File: src/rtl/sa_input_stage.sv
// -----------------------------------------------------------------------------
// sa_input_stage
//   Input-port stage of a switch allocator. It picks one local virtual channel
//   (VC) per cycle by round-robin and forwards that VC's output-port request to
//   the main allocator. The main-allocator grant is steered back to the winning
//   VC in the same cycle.
//
//   Optional feature (macro SA_PKT_LOCK_EN):
//     When this macro is defined, a packet lock is built. After a non-tail flit
//     of VC w is granted, the stage locks onto w until w's tail flit is granted.
//     When the macro is undefined, arbitration is per flit, tail_i is ignored and
//     locked_o is tied low.
//
// Parameters
//   N : router port count (width of each per-VC request slice)
//   V : VCs per input port, 2..16
//
// Ports
//   clk        in   clock, rising edge
//   rst        in   asynchronous active-high reset
//   req_i      in   V*N  per-VC port requests, VC k in bits [k*N +: N]
//   tail_i     in   V    head-of-queue flit of VC k is a tail flit
//   grant_i    in   1    main-allocator grant for port_req_o (same cycle)
//   port_req_o out  N    request slice of the local winner
//   vc_sel_o   out  V    one-hot local winner, zero when there is no winner
//   vc_grant_o out  V*N  grant returned to the winning VC's slice
//   locked_o   out  1    stage is locked onto one VC's packet
// -----------------------------------------------------------------------------
module sa_input_stage #(
  parameter int N = 5,
  parameter int V = 4
) (
  input  logic           clk,
  input  logic           rst,
  input  logic [V*N-1:0] req_i,
  input  logic [V-1:0]   tail_i,
  input  logic           grant_i,
  output logic [N-1:0]   port_req_o,
  output logic [V-1:0]   vc_sel_o,
  output logic [V*N-1:0] vc_grant_o,
  output logic           locked_o
);

  localparam int PW      = (V > 1) ? $clog2(V) : 1;
  localparam bit IS_POW2 = ((V & (V - 1)) == 0);

  logic [PW-1:0] r_ptr;
  logic [V-1:0]  w_valid;
  logic [V-1:0]  w_elig;
  logic [V-1:0]  w_lock_mask;
  logic          w_locked;
  logic          w_found;
  logic [PW-1:0] w_win;
  logic [PW-1:0] w_ptr_nxt;
  logic          w_take;

  // A VC requests when any bit of its slice is set. A slice with several bits
  // set is passed through unchanged.
  always_comb begin
    w_valid = '0;
    for (int k = 0; k < V; k++) begin
      w_valid[k] = |req_i[k*N +: N];
    end
  end

`ifdef SA_PKT_LOCK_EN
  typedef enum logic {
    S_IDLE   = 1'b0,
    S_LOCKED = 1'b1
  } state_t;

  state_t        r_state;
  state_t        w_state_nxt;
  logic [PW-1:0] r_lock_vc;
  logic [PW-1:0] w_lock_vc_nxt;

  // Lock state and locked VC registers.
  always_ff @(posedge clk or posedge rst) begin
    if (rst) begin
      r_state   <= S_IDLE;
      r_lock_vc <= '0;
    end else begin
      r_state   <= w_state_nxt;
      r_lock_vc <= w_lock_vc_nxt;
    end
  end

  // Lock transitions. A grant with no winner is ignored. This includes the
  // case where the locked VC is currently empty.
  always_comb begin
    w_state_nxt   = r_state;
    w_lock_vc_nxt = r_lock_vc;
    case (r_state)
      S_IDLE: begin
        if (w_take && !tail_i[w_win]) begin
          w_state_nxt   = S_LOCKED;
          w_lock_vc_nxt = w_win;
        end else begin
          w_state_nxt   = S_IDLE;
        end
      end
      S_LOCKED: begin
        if (w_take && tail_i[r_lock_vc]) begin
          w_state_nxt = S_IDLE;
        end else begin
          w_state_nxt = S_LOCKED;
        end
      end
      default: begin
        w_state_nxt   = S_IDLE;
        w_lock_vc_nxt = '0;
      end
    endcase
  end

  assign w_locked    = (r_state == S_LOCKED);
  assign w_lock_mask = V'(1) << r_lock_vc;
`else
  // Per-flit arbitration: tail flags carry no meaning for this build.
  logic w_unused_tail;
  assign w_unused_tail = ^tail_i;
  assign w_locked      = 1'b0;
  assign w_lock_mask   = '0;
`endif

  // When locked, only the locked VC may compete.
  always_comb begin
    if (w_locked) begin
      w_elig = w_valid & w_lock_mask;
    end else begin
      w_elig = w_valid;
    end
  end

  // Round-robin search upward from r_ptr, wrapping V-1 -> 0. The first
  // eligible VC found wins.
  always_comb begin
    logic [PW:0] v_sum;
    w_found = 1'b0;
    w_win   = '0;
    v_sum   = '0;
    for (int i = 0; i < V; i++) begin
      v_sum = {1'b0, r_ptr} + (PW+1)'(i);
      if (v_sum >= (PW+1)'(V)) begin
        v_sum = v_sum - (PW+1)'(V);
      end else begin
        v_sum = v_sum;
      end
      if (!w_found && w_elig[v_sum[PW-1:0]]) begin
        w_found = 1'b1;
        w_win   = v_sum[PW-1:0];
      end else begin
        w_found = w_found;
      end
    end
  end

  assign w_take = grant_i && w_found;

  // Pointer successor: natural wrap for power-of-two V, explicit wrap otherwise.
  generate
    if (IS_POW2) begin : g_wrap_pow2
      assign w_ptr_nxt = w_win + PW'(1);
    end else begin : g_wrap_cmp
      assign w_ptr_nxt = (w_win == PW'(V - 1)) ? '0 : (w_win + PW'(1));
    end
  endgenerate

  // Round-robin pointer. When a locked packet releases, w_win equals the
  // locked VC, so this same update gives lock_vc + 1.
  always_ff @(posedge clk or posedge rst) begin
    if (rst) begin
      r_ptr <= '0;
    end else if (w_take) begin
      r_ptr <= w_ptr_nxt;
    end else begin
      r_ptr <= r_ptr;
    end
  end

  // Zero-latency request forwarding and grant steering.
  always_comb begin
    vc_sel_o   = '0;
    port_req_o = '0;
    vc_grant_o = '0;
    if (w_found) begin
      vc_sel_o[w_win] = 1'b1;
      port_req_o      = req_i[w_win*N +: N];
      if (grant_i) begin
        vc_grant_o[w_win*N +: N] = req_i[w_win*N +: N];
      end else begin
        vc_grant_o = '0;
      end
    end else begin
      vc_sel_o = '0;
    end
  end

  assign locked_o = w_locked;

endmodule

File: config.mk
export PLATFORM = sky130hd
export DESIGN_NAME = sa_input_stage
export DESIGN_NICKNAME = d
export VERILOG_FILES = /design/src/rtl/sa_input_stage.sv
export SDC_FILE = /design/constraint.sdc
export NUM_CORES = 1
export LEC_CHECK = 0
export ABC_AREA = 0
export BUFFER_PORTS_ARGS = -buffer_cell sky130_fd_sc_hd__buf_2
export CAP_MARGIN = 15
export CELL_PAD_IN_SITES_DETAIL_PLACEMENT = 1
export CELL_PAD_IN_SITES_GLOBAL_PLACEMENT = 2
export CORE_MARGIN = 3
export CORE_UTILIZATION = 17
export DETAILED_ROUTE_END_ITERATION = 7
export GPL_ROUTABILITY_DRIVEN = 0
export GPL_TIMING_DRIVEN = 0
export PLACE_DENSITY = 0.73
export SYNTH_ARGS = -nofsm -noshare
export SYNTH_HDL_FRONTEND = slang
export SYNTH_SLANG_ARGS = --single-unit
File: constraint.sdc
create_clock -name clk -period 4.05 [get_ports clk]
set_input_delay 0.81 -clock clk [delete_from_list [all_inputs] [get_ports clk]]
set_output_delay 0.81 -clock clk [all_outputs]
set_load 0.03 [all_outputs]
; ---- Word-level counts from Yosys, hierarchy flattened
; Cells that the tools add are included.
[word_totals]
inputBits = 27
word_cells = 63
ff_bits = 2
out_inout_bits = 30
[classes]
add_sub_neg = 9
reduce_logical = 12
n_bitwise = 1
multipliers = 1
muxes = 26
shifts = 3
magnitude_cmp = 10
[op_table]
columns = operator, n
row1 = 20-bit two-way mux, 2
row2 = 5-bit negator with 34-bit output, 1
row3 = "5-bit by 34-bit variable shift with 20-bit output, first input constant", 1
row4 = 5-bit by 34-bit variable part select with 20-bit output, 1
row5 = 20-bit bitwise AND, 1
row6 = 5-bit OR reduction, 4
row7 = 20-bit by 6-bit variable part select with 5-bit output, 1
row8 = 2-bit two-way mux, 8
row9 = "2-bit by 3-bit less-than comparator with 1-bit output, second input constant", 5
row10 = "3-bit >= comparator, second input constant", 3
row11 = 1-bit two-way mux, 9
row12 = 1-bit binary-select mux with 2-bit select, 4
row13 = "2-bit by 1-bit subtractor with 2-bit output, second input constant", 4
row14 = "2-bit by 2-bit adder with 3-bit output, second input constant", 2
row15 = 1-bit logical AND, 5
row16 = "2-bit by 3-bit multiplier with 5-bit output, second input constant", 1
row17 = 5-bit two-way mux, 1
row18 = 4-bit two-way mux, 1
row19 = "2-bit by 1-bit adder with 3-bit output, second input constant", 1
row20 = "2-bit by 3-bit >= comparator with 1-bit output, second input constant", 1
row21 = 1-bit zero test, 3
row22 = "2-bit by 1-bit adder with 2-bit output, second input constant", 1
row23 = 1-bit demux with 2-bit select, 1
row24 = "2-bit by 1-bit >= comparator with 1-bit output, second input constant", 1

; ---- Logic depth before layout (Yosys ltp)
; Gate-level depths: netlist of run 1.
[depth]
ltp_word = 20
depth_mapped = 11
mapped_depth_nobuf = 10

; ---- Worst setup path after synthesis of run 1
; Ideal clock, no wire load.
[synth_path]
kind = input-to-output
start = input req_i[5]
end = output vc_grant_o[10]
path_stages = 10
setup_slack_ns = -0.646
t_arrival_ns = 3.886
path_buffers = 1
required_time_ns = 3.240
path_cell_list = or4_4 > or2_1 > o311a_1 > clkbuf_1 > nor2_1 > inv_1 > ha_1 > a2111oi_0 > o211ai_1 > a21oi_1
[synth_between]
elab_chain_cells = 19
elab_cells_between_ends = 31
cone_classes = add/sub (1) / mul (1) / shift (3) / mux (18) / bitwise (1) / reduce/logical (7)
[synth_lines]
columns = element, line_no
row1 = start: declaration, 35  ; input logic [V*N-1:0] req_i,
row2 = 5-bit OR reduction, 62  ; w_valid[k] = |req_i[k*N +: N];
row3 = 1-bit binary-select mux with 2-bit select, 149  ; if (!w_found && w_elig[v_sum[PW-1:0]]) begin
row4 = 1-bit two-way mux (not written as such), 149
row5 = 1-bit two-way mux, 149
row6 = 1-bit zero test, 149
row7 = 1-bit logical AND, 149
row8 = 1-bit two-way mux, 149
row9 = 1-bit zero test, 149
row10 = [... 3 more ...], n/a
row11 = 1-bit logical AND, 149
row12 = 2-bit two-way mux, 149
row13 = 2-bit by 3-bit multiplier with 5-bit output, 190  ; vc_grant_o[w_win*N +: N] = req_i[w_win*N +: N];
row14 = 20-bit by 6-bit variable part select with 5-bit output or 5-bit negator with 34-bit output (tied branches), 190
row15 = 5-bit by 34-bit variable part select with 20-bit output or 5-bit by 34-bit variable shift with 20-bit output (tied branches), 190
row16 = 20-bit bitwise AND (no line), n/a
row17 = 20-bit two-way mux, 189  ; if (grant_i) begin
row18 = 20-bit two-way mux *, 186  ; if (w_found) begin
row19 = end: declaration, 40  ; output logic [V*N-1:0] vc_grant_o,
; Every way passes the cells marked *; elsewhere a longest branch is shown, timed or not. The select of a mux whose other input is x is not followed.

; ---- Final worst setup path of run 1
[layout_path]
start = input req_i[8]
end = output vc_grant_o[16]
; The elaborated chain is that of the path after synthesis.

==> results of run 1 <==
## through the flow
step                power (uW)  TNS [ns]  std cells  worst slack, ns  cell area [um2]
floorplan                  688     -3.83        119           -0.314              945
global placement           894    -20.27        222            -1.15             1260
detailed placement         914    -20.12        222            -1.15             1260
CTS                       1170     -6.24        236           -0.312             1650
global route              1370     -7.62        239           -0.394             1740
finish                    1270     -5.67        239           -0.306             1740
## layer usage
metal	vias up	global-route usage (%)
met2	39	26.7
met5	-	0
met1	587	19.9
met3	0	2.30
li1	604	-
met4	0	2.37
## where the power goes
part,leakage (uW),switching (uW),internal [uW],total (uW)
clock network,0.0000216,14.2,62.7,76.9
registers,0.0000225,16.2,30.2,46.4
logic,0.000616,703,447,1150
## final cells by class
type                       instances  area [um2]  share of cell area [%]
buffer                             3        26.3                    1.51
inverter                           6        22.5                    1.29
sequential                         2        50.0                    2.87
tap                               52        65.1                    3.73
multi-input combinational        107        1020                    58.3
timing repair buffer              66         522                    29.9
clock buffer                       3        41.3                    2.37
## logic make-up (layout without fill, tap and decap cells)
group,after synthesis,count (layout)
AND/OR/NAND/NOR,43,43
buffers and inverters,10,78
adder cells (fa/ha/maj),7,7
flip-flops,2,2
AO/OA/AOI/OAI,56,56
other,1,1
## worst max path at each step
stage / startpoint / endpoint / slack (ns) / depth (start not counted)
3_5_place_dp: req_i[1] / vc_grant_o[7] / -1.15 / 10
5_1_grt: req_i[8] / vc_grant_o[16] / -0.39 / 13
6_report: req_i[8] / vc_grant_o[16] / -0.31 / 13
3_3_place_gp: req_i[1] / vc_grant_o[7] / -1.15 / 10
2_1_floorplan: req_i[5] / vc_grant_o[5] / -0.31 / 9
4_1_cts: req_i[8] / vc_grant_o[14] / -0.31 / 12
## synthesized netlist by cell type (all sizes together)
| cell type | count |
|---|---|
| a31oi | 1 |
| nand2 | 3 |
| o21ba | 1 |
| nand3 | 1 |
| a41oi | 1 |
| and2 | 5 |
| inv | 6 |
| or4 | 2 |
| a21boi | 1 |
| or2 | 2 |
| nand3b | 4 |
| nand4 | 2 |
| conb | 1 |
| o21ai | 12 |
| dfrtp | 2 |
| buf | 1 |
| a32oi | 5 |
| nand2b | 6 |
| nor3b | 5 |
| nor3 | 5 |
| o311ai | 1 |
| a21o | 1 |
| nor2 | 3 |
| o21a | 1 |
| clkbuf | 3 |
| ha | 7 |
| or3 | 1 |
| a21oi | 25 |
| nor4 | 3 |
| o311a | 1 |
| a2111oi | 2 |
| a211oi | 2 |
| o211ai | 1 |
| and4 | 1 |
| a211o | 1 |
## repair_timing
| action | 4_1_cts | 5_1_grt |
|---|---|---|
| setup endpoints to repair | 26 | 25 |
| setup buffers | 12 | 2 |
| gates resized for setup | 67 | 20 |
| hold endpoints to repair | 0 | 0 |
| pin swaps | 11 | 7 |
## worst max-delay path: stages
cell and delay, ns:
buf_6 0.09, or4_4 0.55, or2_1 0.25, o311a_1 0.36, clkbuf_8 0.15, nor2_4 0.15
inv_2 0.09, ha_4 0.19, a2111oi_4 0.31, nand3_1 0.14, buf_6 0.17, a21oi_4 0.12
buf_6 0.14
==> key figures, run 1 <==
Outcome
  • Status: finished with violations
  • Failing checks: setup timing

Power and ir drop
  • Leakage power: between 0.0006 and 0.0007 uW
  • Worst VDD drop: 244 uV
  • Power density over cell area: roughly 730 nW/um2

Cells and area
  • Filler cells: between 500 and 600
  • Synth-to-Final Area Change: 120%
  • Share of layout cells above drive strength 1: between 60% and 70%
  • Most common cell after layout, fill and taps aside: buf_2
  • Net count, final: 223
  • Top reg by flops: r_ptr
  • Commonest cells after routing, fill and taps aside: 29 x buf_2, 27 x buf_6, 11 x a21oi_4, 10 x a21oi_2, 10 x buf_4
  • Flip-flop count of the largest register after layout: 2
  • Layout Utilization: slightly below 40%
  • Largest regs: r_ptr x2
  • Number of diodes: 0

Hold path
  • Hold WC Path Type: in -> async

Routing
  • Final wirelength: ~4100 um
  • Post-route DRC: 0
  • Vias per inst: 5.15
  • Metal3 WL: ~210 um
  • Max Used Layer: met3
  • Met2 wire length: approximately 2100 um
  • Drt first-iter violations: 44
  • ANT nets after route: 0
  • Routed len/inst: roughly 17 um
  • First drt pass iteration count: 4
  • DRT met1 WL: 1870 um
  • Vias: around 1200

Timing
  • Final setup vio count: 21
  • Fin. max-slew vios: 0
  • Worst-Margin Slew: 0.822 ns
  • Clk_skew: between 0.002 and 0.0025 ns
  • Final worst slack: -0.306 ns
  • Relative slew margins: approximately 45%
  • Final worst path period share: 108%
  • Final hold vios: 0
  • Achievable clock frequency: about 0.23 GHz
  • RSZ-0062 raised after global routing: true
  • WHS: between 0.4 and 0.5 ns
  • Min cycle time layout: roughly 4.4 ns

Yosys
  • Largest family of logic cells by synthesized area: compound AO/OA/AOI/OAI gates
  • Syn avg cell area: about 6.7 um2
  • Largest cells by area after synthesis: a21oi_1 16%, ha_1 11%, dfrtp_1 6.3%, a32oi_1 5.5%, nand2b_1 4.7%
  • Post-synthesis register bit count: 2
  • Adder-Cell Fraction of Synth Area: between 10 and 15%
  • Cell Area, Synth: roughly 790 um2
  • Synth Warn #: 0
  • Syn_nets: between 150 and 200
  • Distinct cells, synth: 37
  • Compound-cell area share of the yosys netlist: 43.4%
  • Xor/xnor share of the synthesized area: 0%
  • Post-synth top area cell: a21oi_1
  • Mux contribution to synthesized area: 0%
  • Synth top area share: 15.8%
  • Simple-gate share of the synthesized area: around a third
  • Sequential fraction of the synthesis area: roughly 6.3%
  • Syn Inst Count: about 120

CTS
  • CTS buffer count: 3
  • Root buffer cell: clkbuf_8
  • Max H-tree Level: 1
  • CTS tree: yes
  • TritonCTS Sinks: 2
  • Clock Pin Slew Worst Setup and Hold Paths: around 0.03 ns
  • Clock Latency Late Sink: about 0.21 ns
  • Post-CTS Hold Buffers: 0
  • Max clock buf depth: 2

Global route
  • Gr ovfl total: 0
  • Largest net degree at the start of global routing: 13
  • Initial antenna violation count: 0
  • First-pass GRT wire length: roughly 6600 um
  • Vias in the first global route: 1313
  • Global Route Usage Sum: 15.1%

Critical path
  • R2R Setup Slk: 1.87 ns
  • Worst r2r dst: r_ptr[1]
  • Worst Path Required: 3.24 ns
  • Worst setup EP type: primary output
  • Critical path class: in -> out
  • Crit path DAT: 3.55 ns
  • Crit-path max FO: 5
  • R2R cell count: 8
  • Startpoint Class: input port
  • Reg-to-reg startpoint: r_ptr[0]

Floorplanning
  • Io pins: 57
  • # rows: 24
  • Die ar.: between 5000 and 6000 um2
  • Placeable Area: approximately 4400 um2
  • Initial Util: about 18%
  • Height of the chip: between 70 and 80 um
  • Die W: 74.3 um

Place
  • DP Wirelength: approximately 3200 um
  • Buffers on Ports: between 50 and 60

Job
  • Maxcap violations: 0
Power figures use the tool's default switching activity.
==> run 2, diff against run 1 <==
--- a/config.mk
+++ b/config.mk
@@ -11,11 +11,12 @@
 export CELL_PAD_IN_SITES_DETAIL_PLACEMENT = 1
 export CELL_PAD_IN_SITES_GLOBAL_PLACEMENT = 2
 export CORE_MARGIN = 3
-export CORE_UTILIZATION = 17
+export CORE_UTILIZATION = 19
 export DETAILED_ROUTE_END_ITERATION = 7
 export GPL_ROUTABILITY_DRIVEN = 0
 export GPL_TIMING_DRIVEN = 0
-export PLACE_DENSITY = 0.73
+export MAX_ROUTING_LAYER = met4
+export PLACE_DENSITY = 0.77
 export SYNTH_ARGS = -nofsm -noshare
 export SYNTH_HDL_FRONTEND = slang
 export SYNTH_SLANG_ARGS = --single-unit
==> constraint.sdc (replaced) <==
create_clock -name clk -period 4.7 [get_ports clk]
set_input_delay 0.94 -clock clk [delete_from_list [all_inputs] [get_ports clk]]
set_output_delay 0.94 -clock clk [all_outputs]
set_load 0.03 [all_outputs]
==> run 2 against run 1 <==
The run still ends with setup timing left. Global-route usage is 0.16 points higher. Clock-buffer cell count is the same. First-iteration DRC count decreased by 57%. Design area fell by 8.4%. Critical path type unchanged. Largest cell class unchanged. Sequential cell count stayed put. Final cell count is 3.3% lower. Routed wire length is 4.9% lower. Critical path depth unchanged. Largest power group unchanged. Setup slack better by 0.29 ns.
==> key figures, run 2 (synthesized netlist as in run 1, its figures left out) <==
Outcome
  • Status: finished with violations (unchanged)
  • Failing checks: setup timing (unchanged)

CTS
  • Max clock buf depth: 2 (unchanged)
  • Clock Pin Slew Worst Setup and Hold Paths: 0.03 ns (about the same)
  • CTS tree: yes (unchanged)
  • Post-CTS Hold Buffers: 0 (unchanged)
  • Max H-tree Level: 1 (unchanged)
  • Root buffer cell: clkbuf_8 (unchanged)
  • CTS buffer count: 3 (unchanged)
  • Clock Latency Late Sink: 0.21 ns (about the same)
  • TritonCTS Sinks: 2 (unchanged)

Floorplanning
  • Io pins: 57 (unchanged)
  • Placeable Area: 3830 um2 (was 4440 um2)
  • Die ar.: 4990 um2 (was 5520 um2)
  • Height of the chip: 70.6 um (was 74.3 um)
  • Die W: 70.6 um (was 74.3 um)
  • # rows: 22 (was 24)
  • Initial Util: 20.7% (was 17.8%)

Power and ir drop
  • Power density over cell area: 602 nW/um2 (was 730 nW/um2)
  • Worst VDD drop: 332 uV (was 244 uV)
  • Leakage power: 0.000635 uW (was 0.000660 uW)
  • Final Power: 961 uW (was 1270 uW)

Critical path
  • Critical path class: in -> out (unchanged)
  • Top cell by count, worst path: buf_6 (unchanged)
  • R2R Setup Slk: 2.58 ns (was 1.87 ns)
  • Crit-path max FO: 5 (unchanged)
  • CP max-delay cell: or4_4 (unchanged)
  • Startpoint Class: input port (unchanged)
  • CP Cell Sequence: buf_6, or4_4, or2_4, o311a_4, buf_8, nor2_4, buf_6, ha_4, a2111oi_4, o211ai_1, buf_4, a21oi_2, buf_6 (was buf_6, or4_4, or2_1, o311a_1, clkbuf_8, nor2_4, inv_2, ha_4, a2111oi_4, nand3_1, buf_6, a21oi_4, buf_6)
  • Worst Path Required: 3.76 ns (was 3.24 ns)
  • Crit path DAT: 3.77 ns (was 3.55 ns)
  • Worst setup EP type: primary output (unchanged)
  • Max incr delay on CP: 0.55 ns (about the same)

Place
  • Placed Cells: 218 (was 222)
  • DP Wirelength: 3050 um (was 3210 um)
  • Buffers on Ports: 51 (unchanged)

Timing
  • Relative slew margins: 25.2% (was 44.6%)
  • RSZ-0062 raised after global routing: true (unchanged)
  • Worst-Margin Slew: 1.11 ns (was 0.822 ns)
  • Final hold vios: 0 (unchanged)
  • Achievable clock frequency: ~0.21 GHz
  • Min cycle time layout: 4.71 ns
  • Final worst path period share: 100%
  • Clk_skew: 0.00111 ns (was 0.00234 ns)
  • WHS: 0.573 ns (was 0.445 ns)
  • Fin. max-slew vios: 0 (unchanged)
  • Final setup vio count: 1 (was 21)
  • Final worst slack: -0.0131 ns (was -0.306 ns)

Cells and area
  • Flip-flop count of the largest register after layout: 2 (unchanged)
  • Top reg by flops: r_ptr (unchanged)
  • Post-route insts no fill: 231 (was 239)
  • Number of diodes: 0 (unchanged)
  • Layout Utilization: 41.7% (was 39.2%)
  • Largest regs: r_ptr x2 (unchanged)
  • Share of layout cells above drive strength 1: 54.1% (was 61.5%)
  • Synth-to-Final Area Change: 101% (was 120%)
  • Most common cell after layout, fill and taps aside: buf_2 (unchanged)
  • Commonest cells after routing, fill and taps aside: 34 x buf_2, 19 x buf_6, 11 x a21oi_1, 10 x buf_4, 8 x a21oi_4 (was 29 x buf_2, 27 x buf_6, 11 x a21oi_4, 10 x a21oi_2, 10 x buf_4)
  • Net count, final: 219 (was 223)

Routing
  • Routed len/inst: 17.0 um (was 17.3 um)
  • Post-route DRC: 0 (unchanged)
  • Vias: 1233 (was 1230)
  • Drt first-iter violations: 19 (was 44)
  • Vias per inst: 5.34 (was 5.15)
  • Final wirelength: 3930 um (was 4130 um)
  • First drt pass iteration count: 4 (unchanged)
  • ANT nets after route: 0 (unchanged)

Global route
  • Gr ovfl total: 0 (unchanged)
  • Largest net degree at the start of global routing: 11 (was 13)
  • Global Route Usage Sum: 15.3% (was 15.1%)
  • Initial antenna violation count: 0 (unchanged)
  • Vias in the first global route: 1279 (was 1313)
  • First-pass GRT wire length: 6220 um (was 6610 um)

Hold path
  • Hold WC Path Type: in -> async (unchanged)

Job
  • Maxcap violations: 0 (unchanged)
-- run 2: cell count changes in the layout (fill, tap and decap cells not counted), moves of 2 or more --
cell      change
buf_6         -8
a21oi_2       -4
buf_2         +5
o21ai_0       +2
a21oi_1       +7
a21oi_4       -3
clkbuf_2      -2
-- run 2: what timing repair did --
action | in CTS | in global routing
endpoints found under the setup margin | 20 | 20
pin swaps | 3 | 11
resized for setup | 25 | 39
setup buffers | 4 | 7
-- run 2: report_power, final --
part	switching [uW]	internal, uW
clock network	14.1	54.2
registers	13.5	26.0
logic	554	299
-- run 2: path summary, 6_finish.rpt --
check / from / end / cells after the start
max: req_i[8] / vc_grant_o[11] / 13
max reg2reg: r_ptr[0] / r_ptr[1] / 6
min in group clk: r_ptr[0] / r_ptr[0] / 2
max in group asynchronous: rst / r_ptr[0] / 2
min: rst / r_ptr[1] / 2
min reg2reg: r_ptr[0] / r_ptr[0] / 2
-- run 2: metal layers --
metal  global-route usage, %  vias to the layer above  wire [um]
met5                       -                        -          0
met4                    2.09                        0          0
met3                   0.994                        0        169
met2                    25.7                       37       1940
met1                    20.8                      598       1820
li1                        -                      598          -
-- run 2: layout make-up --
type,instances,area [um2]
plain buffers,3,26.3
clock buffers,3,41.3
fillers,464,2230
inverters,6,25.0
multi-input cells,107,942
flip-flops and latches,2,50.0
well taps,48,60.1
repair buffers,62,452
-- run 2: stage by stage --
stage	setup WS, ns	cell area [um2]	setup TNS [ns]
after floorplan	0.0125	905	0
after global placement	-0.794	1220	-11.91
after detailed placement	-0.861	1220	-12.85
after CTS	0.000765	1370	0
after global routing	-0.139	1600	-1.41
final	-0.0131	1600	-0.0131
-- run 2: worst max-delay path: cells and delay by family --
| family | cells | cell delay, ns |
|---|---|---|
| adders and majority gates | 1 | 0.21 |
| AOI/OAI and AO/OA | 4 | 0.91 |
| and+or+nand+nor | 3 | 0.99 |
| buffers and inverters | 5 | 0.70 |
